File: config.mk
export PLATFORM = sky130hd
export DESIGN_NAME = fifo_wr_arbiter
export DESIGN_NICKNAME = d
export VERILOG_FILES = /design/src/rtl/fifo_pkg.sv /design/src/rtl/fifo_wr_arbiter_rr_pick.sv /design/src/rtl/fifo_wr_arbiter.sv
export SDC_FILE = /design/constraint.sdc
export NUM_CORES = 1
export LEC_CHECK = 0
export ABC_AREA = 1
export CAP_MARGIN = 20
export CORE_MARGIN = 5
export CORE_UTILIZATION = 47
export CTS_BUF_LIST = sky130_fd_sc_hd__clkbuf_4 sky130_fd_sc_hd__clkbuf_8 sky130_fd_sc_hd__clkbuf_16
export CTS_CLUSTER_DIAMETER = 50
export DETAILED_ROUTE_END_ITERATION = 12
export GPL_TIMING_DRIVEN = 0
export PLACE_DENSITY = 0.81
export SLEW_MARGIN = 20
export SYNTH_ARGS = -nofsm -noshare
export SYNTH_HDL_FRONTEND = slang
export SYNTH_SLANG_ARGS = --single-unit
File: constraint.sdc
create_clock -name clk_i -period 2.5 [get_ports clk_i]
set_input_delay 0.5 -clock clk_i [delete_from_list [all_inputs] [get_ports clk_i]]
set_output_delay 0.5 -clock clk_i [all_outputs]
set_load 0.02 [all_outputs]
File: src/rtl/fifo_pkg.sv
// Shared types and helpers for the FIFO write-side arbiter and future schedulers.
package fifo_pkg;

    typedef enum logic [0:0] {
        ST_ARB   = 1'b0,
        ST_BURST = 1'b1
    } state_e;

    // Widest request vector the rotating-priority helper handles.
    localparam int unsigned RR_MAX_N = 8;

    // One-hot of the first set bit in req[0 +: n], searching from start upward with wrap.
    function automatic logic [RR_MAX_N-1:0] rr_first(
        input logic [RR_MAX_N-1:0] req,
        input int unsigned         start,
        input int unsigned         n
    );
        logic [RR_MAX_N-1:0] onehot;
        logic                found;
        int unsigned         idx;
        onehot = '0;
        found  = 1'b0;
        for (int unsigned i = 0; i < RR_MAX_N; i++) begin
            if (i < n) begin
                idx = start + i;
                if (idx >= n) begin
                    idx = idx - n;
                end
                if (!found && req[idx[2:0]]) begin
                    onehot[idx[2:0]] = 1'b1;
                    found            = 1'b1;
                end
            end
        end
        return onehot;
    endfunction

endpackage

File: src/rtl/fifo_wr_arbiter_rr_pick.sv
// Combinational round-robin selector: first valid request at or after a start pointer.
module rr_pick
    import fifo_pkg::*;
#(
    parameter int unsigned N_REQ = 4,
    parameter int unsigned IDX_W = $clog2(N_REQ)
) (
    input  logic [N_REQ-1:0] i_req,
    input  logic [IDX_W-1:0] i_start,
    output logic [N_REQ-1:0] o_grant,
    output logic [IDX_W-1:0] o_idx,
    output logic             o_any
);

    logic [RR_MAX_N-1:0] w_reqExt;
    logic [RR_MAX_N-1:0] w_onehot;

    // Rotate-search the request vector and encode the winner as one-hot plus index.
    always_comb begin
        w_reqExt             = '0;
        w_reqExt[N_REQ-1:0]  = i_req;
        w_onehot             = rr_first(w_reqExt, {{(32-IDX_W){1'b0}}, i_start}, N_REQ);
        o_grant              = w_onehot[N_REQ-1:0];
        o_idx                = '0;
        for (int i = 0; i < int'(RR_MAX_N); i++) begin
            if (w_onehot[i]) begin
                o_idx = IDX_W'(i);
            end
        end
        o_any = |i_req;
    end

endmodule

File: src/rtl/fifo_wr_arbiter.sv
// Round-robin burst arbiter sharing one FIFO write port among N_REQ valid/ready producers.
module fifo_wr_arbiter
    import fifo_pkg::*;
#(
    parameter int unsigned N_REQ     = 4,
    parameter int unsigned WIDTH     = 8,
    parameter int unsigned MAX_BURST = 16
) (
    input  logic                       clk_i,
    input  logic                       rstn_i,
    input  logic [N_REQ-1:0]           req_valid_i,
    input  logic [N_REQ*WIDTH-1:0]     req_data_i,
    output logic [N_REQ-1:0]           req_ready_o,
    output logic                       fifo_wr_dv_o,
    output logic [WIDTH-1:0]           fifo_wr_data_o,
    input  logic                       fifo_full_i,
    output logic [N_REQ-1:0]           grant_o,
    output logic [$clog2(N_REQ)-1:0]   src_id_o
);

    localparam int unsigned IDX_W = $clog2(N_REQ);
    localparam int unsigned CNT_W = $clog2(MAX_BURST + 1);

    state_e             r_state;
    logic [N_REQ-1:0]   r_grant;
    logic [IDX_W-1:0]   r_idx;
    logic [IDX_W-1:0]   r_ptr;
    logic [CNT_W-1:0]   r_cnt;
    logic               r_wrDv;
    logic [WIDTH-1:0]   r_wrData;
    logic [IDX_W-1:0]   r_srcId;

    logic [N_REQ-1:0]   w_pickGrant;
    logic [IDX_W-1:0]   w_pickIdx;
    logic               w_pickAny;
    logic               w_burst;
    logic               w_gValid;
    logic               w_beat;
    logic               w_release;
    logic [IDX_W-1:0]   w_nextPtr;
    logic [WIDTH-1:0]   w_wordSel;
    logic [N_REQ-1:0]   w_ready;

    rr_pick #(
        .N_REQ (N_REQ),
        .IDX_W (IDX_W)
    ) u_rrPick (
        .i_req   (req_valid_i),
        .i_start (r_ptr),
        .o_grant (w_pickGrant),
        .o_idx   (w_pickIdx),
        .o_any   (w_pickAny)
    );

    // Beat, release and ready decode; a full FIFO freezes the burst, including idle detection.
    always_comb begin
        w_burst   = (r_state == ST_BURST);
        w_gValid  = req_valid_i[r_idx];
        w_beat    = w_burst && w_gValid && !fifo_full_i;
        w_release = (w_beat && (r_cnt == CNT_W'(MAX_BURST - 1))) ||
                    (w_burst && !w_gValid && !fifo_full_i);
        w_nextPtr = (r_idx == IDX_W'(N_REQ - 1)) ? '0 : r_idx + 1'b1;
        w_wordSel = req_data_i[r_idx*WIDTH +: WIDTH];
        w_ready   = '0;
        if (w_burst && !fifo_full_i) begin
            w_ready[r_idx] = 1'b1;
        end
    end

    // Grant state machine: pick in ARB, count beats in BURST, hand priority to the next index on release.
    always_ff @(posedge clk_i or negedge rstn_i) begin
        if (!rstn_i) begin
            r_state <= ST_ARB;
            r_grant <= '0;
            r_idx   <= '0;
            r_ptr   <= '0;
            r_cnt   <= '0;
        end else if (r_state == ST_ARB) begin
            if (w_pickAny) begin
                r_state <= ST_BURST;
                r_grant <= w_pickGrant;
                r_idx   <= w_pickIdx;
                r_cnt   <= '0;
            end
        end else begin
            if (w_beat) begin
                r_cnt <= r_cnt + 1'b1;
            end
            if (w_release) begin
                r_state <= ST_ARB;
                r_grant <= '0;
                r_ptr   <= w_nextPtr;
            end
        end
    end

    // Registered FIFO write port; data and source hold between beats.
    always_ff @(posedge clk_i or negedge rstn_i) begin
        if (!rstn_i) begin
            r_wrDv   <= 1'b0;
            r_wrData <= '0;
            r_srcId  <= '0;
        end else begin
            r_wrDv <= w_beat;
            if (w_beat) begin
                r_wrData <= w_wordSel;
                r_srcId  <= r_idx;
            end
        end
    end

    assign req_ready_o    = w_ready;
    assign grant_o        = r_grant;
    assign fifo_wr_dv_o   = r_wrDv;
    assign fifo_wr_data_o = r_wrData;
    assign src_id_o       = r_srcId;

endmodule

* After elaboration in Yosys (flattened, before gate mapping)
Index checks and enable logic that the tools add are counted.
Storage, ports and cells: logic and storage cells 115, bits of input ports 39, register bits after elaboration 25, output and inout bits 19
Operators by class: muxes and demuxes 49, reduce and logical (&&, ||, !) cells 26, equality and inequality tests 4, bitwise gates (word level) 4, shifts and indexed selects 1, add/sub/neg operators 9, $lt $le $gt $ge 14
Operators by type and width (count):
- $ge A32 B3 Y1 const B | 3
- $mux W8 | 4
- $shiftx A32 B6 Y8 | 1
- $or A8 B8 Y8 | 3
- $mux W1 | 17
- $lt A3 B4 Y1 const B | 4
- $mux W4 | 4
- $mux W5 | 3
- $logic_and A1 B1 Y1 | 14
- $mux W2 | 7
- $bmux W1 S3 | 4
- $demux W1 S3 | 4
- $ge A3 B1 Y1 const B | 4
- $mux W3 | 4
- $sub A3 B3 Y3 const B | 3
- $reduce_and A2 Y1 | 4
- $add A2 B2 Y3 const B | 2
- $add A5 B1 Y5 const B | 1
- $eq A5 B4 Y1 const B | 1
- $logic_not A1 Y1 | 5
- $ne A2 B1 Y1 const B | 2
- $reduce_or A4 Y1 | 1
- $add A2 B1 Y3 const B | 1
- $ge A2 B3 Y1 const B | 1
- other kinds (10) | 10

* Longest topological paths before layout
Gate-level depths: netlist of run 1.
depth after elaboration 21, mapped depth 14

* By module
From an unflattened synthesis of run 1, not the netlist that was laid out.
Second synthesis, totals: cells, all modules 265, area total of the unflattened synthesis 1890.6 sq um
Modules (own cells, without submodules):
- fifo_wr_arbiter | area each 1423.9 sq um, seq. area each 625.6 sq um, cells an instance 186, instances 1
- rr_pick | area each 466.7 sq um, seq. area each 0.0 sq um, cells an instance 79, instances 1

* Worst setup path after synthesis of run 1
Ideal clock, no wire load.
path type register -> output, start register r_idx[0], end output req_ready_o[0], required time 2000 ps, stages on the path, launching flop included 7, arrival 1511 ps, path slack 489 ps, path buffers 2, cells stage by stage dfrtp_1 > buf_2 > clkinv_1 > buf_1 > ha_1 > inv_1 > nor2_1
Between the ends: longest elaborated chain between the ends 5, elaborated cells between the ends (all ways) 6, classes of those cells order compare: 2; mux: 3; reduce/logical: 1
Ends and longest elaborated chain:
- from (decl) | line fifo_wr_arbiter.sv:26 | logic [IDX_W-1:0] r_idx;
- from (signal assigned) | line fifo_wr_arbiter.sv:82 | r_idx <= w_pickIdx;
- $lt A2 B3 Y1 (implied by the code) / $ge A2 B1 Y1 (equally long branches) | line fifo_wr_arbiter.sv:66 | w_ready[r_idx] = 1'b1;
- $logic_and A1 B1 Y1 (implied by the code) | line fifo_wr_arbiter.sv:66
- $mux W1 (implied by the code) | line fifo_wr_arbiter.sv:66
- $demux W1 S2 (*) | line fifo_wr_arbiter.sv:66
- $mux W4 (*) | line fifo_wr_arbiter.sv:65 | if (w_burst && !fifo_full_i) begin
- to (decl) | line fifo_wr_arbiter.sv:13 | output logic [N_REQ-1:0] req_ready_o,
Mark *: on every way between the ends. The rest lies on a longest branch, timed or not.

* Final worst setup path of run 1
start register r_ptr[0], end register r_idx[0]
Between the ends: longest elaborated chain between the ends 21, elaborated cells between the ends (all ways) 66, classes of those cells add/sub: 7; order compare: 12; mux: 34; bitwise: 3; reduce/logical: 10
Ends and longest elaborated chain:
- from (decl) | line fifo_wr_arbiter.sv:27 | logic [IDX_W-1:0] r_ptr;
- from (signal assigned) | line fifo_wr_arbiter.sv:92 | r_ptr <= w_nextPtr;
- parallel branches: the longest is 13 deep, another holds $ge A32 B3 Y1
- $mux W8 (*) | line fifo_pkg.sv:29 | if (!found && req[idx[2:0]]) begin
- $mux W1 | line fifo_wr_arbiter_rr_pick.sv:26 | if (w_onehot[i]) begin
- $mux W2 (5 in a row) | line fifo_wr_arbiter_rr_pick.sv:26
- $mux W2 (*) | line fifo_wr_arbiter_rr_pick.sv:26
Mark *: on every way between the ends. The select of a mux whose other input is x is not followed. A chain may end at the register's enable or synchronous reset.

==> qor.yml, run 1 <==
setup_viol: 0
synth.area.top_cells: "dfrtp_1, nand2_1, ha_1"
initial_core_util_pct: 49.6
synth_area_per_cell_um2: 7.12
finalPower_mw: 2.98
drt_iter0_markers: 110
yosys.area.top_type_share_pct: 33.7
path_max_fanout: 11
power.density_nw_per_um2: 1160
syn-num-nets: 314
postRouteAntennaNets: 0
via_count: 1936
syn_inst: 261
vias_per_cell: 5.23
clkPwrFrac_pct: 8.2
place_congestion: 0.800
clkLatencyLatePin_ns: 0.27
synth_cell_types: 29
reg2reg_depth: 13
period_share_pct: 87.2
startpoint_type: "flip-flop"
p_comb_share_pct: 67.8
die_h_um: 72.9
arrival_ns: 2.35
cts-root-buf: "clkbuf_8"
syn_area_um2: 1860
num_antenna_cells: 0
rsz0062_at_grt: "no"
synth_area_leader_cell: "dfrtp_1"
synthFlopType: "dfrtp_1"
grt_util_all_layers_pct: 20.0
cts_hold_buf: 0
io_buffer_count: 57
drc: 0
period_needed_ns: 2.18
post-dp-hpwl_mm: 3.95
worst_hold_path_type: "input port to asynchronous set/reset pin"
nNetsFinal: 376
yosysWarnings: 0
clock-sinks: 25
p_sw_share_pct: 50.7
antenna_found_initial: 0
firstDrtPassIters: 4
yosysMostFrequentCell: "nand2_1"
cts.htree.levels: 1
synth_top_cells_by_count: "nand2_1, nor2_1, inv_1, o21ai_0, dfrtp_1"
worst_slew_pin_slew_ns: 0.556
maxCapViolCount: 0
max_freq_mhz: 459
clkTransAtPathRegs_ns: 0.09
final_hold_viol_count: 0
num_io_pins: 58
die_w_um: 72.9
worstSetupPathType: "flip-flop to flip-flop"
wire_per_inst_um: 13.5
pwr-share-seq_pct: 24.0
syn_to_final_growth_pct: 37.8
synthArstFlopShare_pct: 100
rows: 22
cts_tree: "done"
fin_area_um2: 2560
grt_max_degree: 26
crit_path_end_kind: "flip-flop"
yosys_register_bits: 25
drv_slew: 0
clockBufferDepth: 2
grt_pass1_vias: 1882
required_ns: 2.67
placed_area_um2: 2490
p_switching_mw: 1.51
routed_wl_mm: 5.00
grt_pass1_wl_mm: 8.51
slew_headroom_pct: 62.9
finClkSkew_ns: 0.00373
reg2reg_setup_slack_ns: 0.32
grt_overflow: 0
cts_buffers: 3
ys_seq_area_share_pct: 33.7
leakagePower_nw: 1.27
status: "finished, final reports clean"
p_int_mw: 1.47
coreArea_um2: 3740
ir_drop_v: 0.000715
die_area_um2: 5310
drive_gt1_share_pct: 11.5
synth_edf_count: 0
metrics by stage:
step	TNS (ns)	hold WS, ns	std cells	utilization [%]	setup slack (ns)
3_3_place_gp	-0.542	0.462	366	66.5	-0.236
2_1_floorplan	0	0.204	261	-	0.489
4_1_cts	0	0.491	370	68.3	0.00796
5_1_grt	0	0.244	370	68.4	0.119
3_5_place_dp	-0.519	0.467	366	66.5	-0.235
6_report	0	0.206	370	68.4	0.321
layer usage:
metal	track usage, %	share of wire, %	vias up
met4	5.33	1.7	0
met2	31.9	48	58
met5	0	0	-
met3	3.99	6.0	9
li1	-	-	970
met1	27.5	44	899
path summary, 6_finish.rpt:
check | start | endpoint
max | r_ptr[0]$_DFFE_PN0P_ | r_idx[0]$_DFFE_PN0P_
min | rstn_i | r_cnt[3]$_DFFE_PN0P_
max reg2reg | r_ptr[0]$_DFFE_PN0P_ | r_idx[0]$_DFFE_PN0P_
min reg2reg | fifo_wr_data_o[1]$_DFFE_PN0P_ | fifo_wr_data_o[1]$_DFFE_PN0P_
max in group asynchronous | rstn_i | fifo_wr_data_o[0]$_DFFE_PN0P_
min in group clk_i | fifo_wr_data_o[1]$_DFFE_PN0P_ | fifo_wr_data_o[1]$_DFFE_PN0P_
worst max-delay path: stages, from the launching register on:
cell	delay [ns]
dfrtp_1	0.57
inv_2	0.19
ha_1	0.38
inv_1	0.08
nand3_2	0.11
nand3_4	0.10
nand2_2	0.08
clkinv_2	0.10
nand2_2	0.09
nor2_2	0.04
nor2_1	0.15
nor2_1	0.07
nor2_1	0.09
nor2_1	0.04
sequential cells by signal (all words and copies together), names as in the netlist:
signal and cells:
r_ptr 2, r_state 1, src_id_o 2, r_idx 2
r_cnt 5, fifo_wr_dv_o 1, grant_o 4, fifo_wr_data_o 8
layout by cell type (no fill, tap or decap), types with 2 or more instances in the layout:
cell and n:
nand3_1 18, o21ai_0 26, ha_1 14, nor2_2 2
buf_2 3, dlymetal6s2s_1 4, o21ai_1 2, nor2_1 34
a21oi_1 4, clkdlybuf4s50_1 52, inv_1 25, dfrtp_1 25
buf_4 3, clkbuf_8 3, nand2_1 63, inv_2 2
nand3_2 8, nand2_2 6, o22ai_1 11, nor3_1 2
clkinvlp_4 2, nand4_1 2
what timing repair did:
action                     4_1_cts  5_1_grt
resized for setup                4        4
gates cloned                     0        0
buffers inserted                 2        0
setup endpoints to repair        3        4
cell type report:
class | count | area [um^2]
well taps | 48 | 60.1
inverters | 31 | 126
plain buffers | 4 | 28.8
fillers | 338 | 1180
multi-input cells | 199 | 1080
flip-flops and latches | 25 | 626
clock inverters | 1 | 7.51
repair buffers | 59 | 591
clock buffers | 3 | 41.3
cells by family (layout without fill, tap and decap cells):
| kind of cell | count (synthesis) | after routing | synth area share (%) |
|---|---|---|---|
| AOI/OAI and AO/OA | 44 | 44 | 12.8 |
| buffers and inverters | 37 | 98 | 8.15 |
| adders and majority gates | 14 | 14 | 9.43 |
| DFF | 25 | 25 | 33.7 |
| and+or+nand+nor | 140 | 140 | 35.5 |
| xor gates and xnor gates | 1 | 1 | 0.471 |
power groups by stage:
stage | sequential [mW] | combinational, mW | clock (mW)
2_1_floorplan | 0.816 | 1.25 | 0
6_report | 0.714 | 2.02 | 0.244
4_1_cts | 0.713 | 2.03 | 0.248
5_1_grt | 0.739 | 2.28 | 0.267
3_3_place_gp | 0.712 | 1.95 | 0
3_5_place_dp | 0.718 | 1.99 | 0
No activity file was read; power rests on OpenSTA's default activity.
==> inputs of run 2 (changes only) <==
Settings changed: PLACE_DENSITY 0.81 to 0.8, SYNTH_HIERARCHICAL from default to 1.
==> run 2 against run 1 <==
Against the previous run:
- flip-flop and latch count did not move
- synthesized cell count increased by 1.5%
- critical path depth decreased by 6
- synthesized area grew 1.8%
- setup slack worse by 0.17 ns
- worst hold slack improved by 0.0078 ns
- register-to-register slack improved by 0.06 ns
- sequential power grew 0.8%
- non-clock buffer count increased by 2
==> qor.yml, run 2 <==
status: "finished, final reports clean"
multiInputGateArea_um2: 1110  # +2.3%
rsz0062_at_grt: "no"
synth_area_leader_cell: "dfrtp_1"
reg2reg_depth: 13  # unchanged
crit_path_end_kind: "primary output"
initial_core_util_pct: 48.0  # -1.7 points
io_buffer_count: 57  # unchanged
die_w_um: 73.4  # +0.75%
drv_slew: 0  # unchanged
grt_pass1_vias: 1866  # -0.85%
via_count: 1889  # -2.4%
nNetsFinal: 380  # +1.1%
grt_overflow: 0  # unchanged
synth_area_per_cell_um2: 7.13  # +0.21%
slowest_delay_ns: 0.41  # -0.16 ns
ff_latch_area_um2: 626  # unchanged
yosys.area.top_type_share_pct: 33.1  # -0.58 points
cts.htree.levels: 1  # unchanged
coreArea_um2: 3940  # +5.3%
startpoint_type: "flip-flop"
synth_edf_count: 0  # unchanged
r2r_end: "r_idx[0]$_DFFE_PN0P_"
syn_inst: 265  # +1.5%
syn-num-nets: 318  # +1.3%
leakagePower_nw: 1.27  # -0.64%
cts_hold_buf: 0  # unchanged
vias_per_cell: 5.02  # -4.0%
yosysWarnings: 6  # +6
drc: 0  # unchanged
synth.area.top_cells: "dfrtp_1, nand2_1, ha_1"
clockBufferDepth: 2  # unchanged
crit_slowest_cell: "dfrtp_1"
worstSetupPathDepth: 7  # -6
clkLatencyLatePin_ns: 0.26  # about the same
maxCapViolCount: 0  # unchanged
crit_buf_inv: 5  # +2
crit_top_cell: "buf_2"
cts-root-buf: "clkbuf_8"
grt_max_degree: 26  # unchanged
antenna_found_initial: 0  # unchanged
clkTransAtPathRegs_ns: 0.09  # about the same
die_area_um2: 5390  # +1.5%
drive_gt1_share_pct: 13.8  # +2.3 points
r2r_start: "r_ptr[0]$_DFFE_PN0P_"
max_freq_mhz: 426  # -7.1%
synthArstFlopShare_pct: 100  # unchanged
post-dp-hpwl_mm: 3.79  # -4.1%
yosys_register_bits: 25  # unchanged
worst_slew_pin_slew_ns: 0.555  # -0.000817 ns
post_cts_buffers: 0  # -2
postRouteAntennaNets: 0  # unchanged
syn_area_um2: 1890  # +1.8%
num_io_pins: 58  # unchanged
cts_buffers: 3  # unchanged
critical-path-top-delay-family: "buffers and inverters"
ys_seq_area_share_pct: 33.1  # -0.58 points
clock-sinks: 25  # unchanged
worst_hold_path_type: "input port to asynchronous set/reset pin"
final_hold_viol_count: 0  # unchanged
period_needed_ns: 2.35  # +0.167 ns
drt_iter0_markers: 69  # -37%
worstPathCellList: "buf_2 -> inv_2 -> buf_2 -> ha_1 -> inv_1 -> nor2_1 -> dlygate4sd2_1"
final.setup.tns_ns: 0  # unchanged
reg2reg_setup_slack_ns: 0.38  # +0.06 ns
num_antenna_cells: 0  # unchanged
ctsResizeCount: 4  # unchanged
synth_cell_types: 26  # -10%
place_congestion: 0.914  # +14%
firstDrtPassIters: 4  # unchanged
setup_viol: 0  # unchanged
cts_tree: "done"
yosysMostFrequentCell: "nand2_1"
finClkSkew_ns: 0.00238  # -0.00135 ns
path_max_fanout: 11  # unchanged
largest_reg_flops: 8  # unchanged
rows: 23  # +4.5%
fin_util_pct: 65.0  # -3.4 points
final_cell_mix: "nand2_1, clkdlybuf4s50_1, nor2_1"
synth_top_cells_by_count: "nand2_1, nor2_1, dfrtp_1, inv_1, o21ai_0"
required_ns: 2.00  # -0.67 ns
ir_drop_v: 0.000719  # +0.55%
slew_headroom_pct: 63.0  # about the same
arrival_ns: 1.85  # -0.50 ns
period_share_pct: 93.8  # +6.7 points
syn_to_final_growth_pct: 35.5
fillCellCount: 343  # +1.5%
wire_per_inst_um: 12.5  # -7.3%
routed_wl_mm: 4.71  # -5.8%
synthFlopType: "dfrtp_1"
worstSetupPathType: "flip-flop to primary output"
layout_commonest_cell: "nand2_1"
grt_pass1_wl_mm: 8.26  # -2.9%
grt_util_all_layers_pct: 19.0  # -1.0 points
power.density_nw_per_um2: 1170  # +0.26%
die_h_um: 73.4  # +0.75%
==> run 2: stage by stage <==
stage	setup WS, ns	std cells	hold WS, ns	cell area (um^2)	total power [mW]
detailed placement	-0.00704	372	0.469	2520	2.78
finish	0.154	376	0.214	2560	2.99
global route	0.0497	376	0.245	2560	3.31
floorplan	0.649	265	0.204	1890	2.12
CTS	0.146	376	0.495	2570	3.02
global placement	-0.0154	372	0.464	2520	2.73
==> run 2: how the worst max path moves through the flow <==
stage / start / endpoint / slack [ns]
2_1_floorplan: r_ptr[0]$_DFFE_PN0P_ / r_idx[0]$_DFFE_PN0P_ / 0.65
3_3_place_gp: fifo_full_i / req_ready_o[3] / -0.02
3_5_place_dp: fifo_full_i / req_ready_o[3] / -0.007
4_1_cts: r_idx[1]$_DFFE_PN0P_ / req_ready_o[0] / 0.15
5_1_grt: r_idx[1]$_DFFE_PN0P_ / req_ready_o[0] / 0.05
6_report: r_idx[1]$_DFFE_PN0P_ / req_ready_o[0] / 0.15
==> run 2: cell families after synthesis <==
logic type	after synthesis	share of synthesized area [%]
buf+inv	36	8.40
simple gates	157	39.4
flops	25	33.1
fa+ha+maj	14	9.27
compound gates	32	9.40
xor+xnor	1	0.463
==> run 2: layout make-up <==
cell class              instances  area share (%)
inverters                      28            4.15
multi-input cells             204            43.2
plain buffers                   8            2.05
clock buffers                   3            1.61
flip-flops and latches         25            24.4
repair buffers                 57            21.9
clock inverters                 1           0.293
well taps                      50            2.44
==> run 2: report_power, final <==
| group | leakage (nW) | internal [mW] | switching [mW] |
|---|---|---|---|
| registers | 0.319 | 0.578 | 0.143 |
| logic | 0.925 | 0.784 | 1.24 |
| clock network | 0.0217 | 0.113 | 0.131 |
==> run 2: layer usage <==
layer | GRT usage (%) | wire length, um | up-vias
met1 | 23.4 | 2010 | 875
met3 | 3.69 | 266 | 4
met5 | 0 | 0 | -
met2 | 35.2 | 2410 | 36
met4 | 2.21 | 25 | 0
li1 | - | - | 974
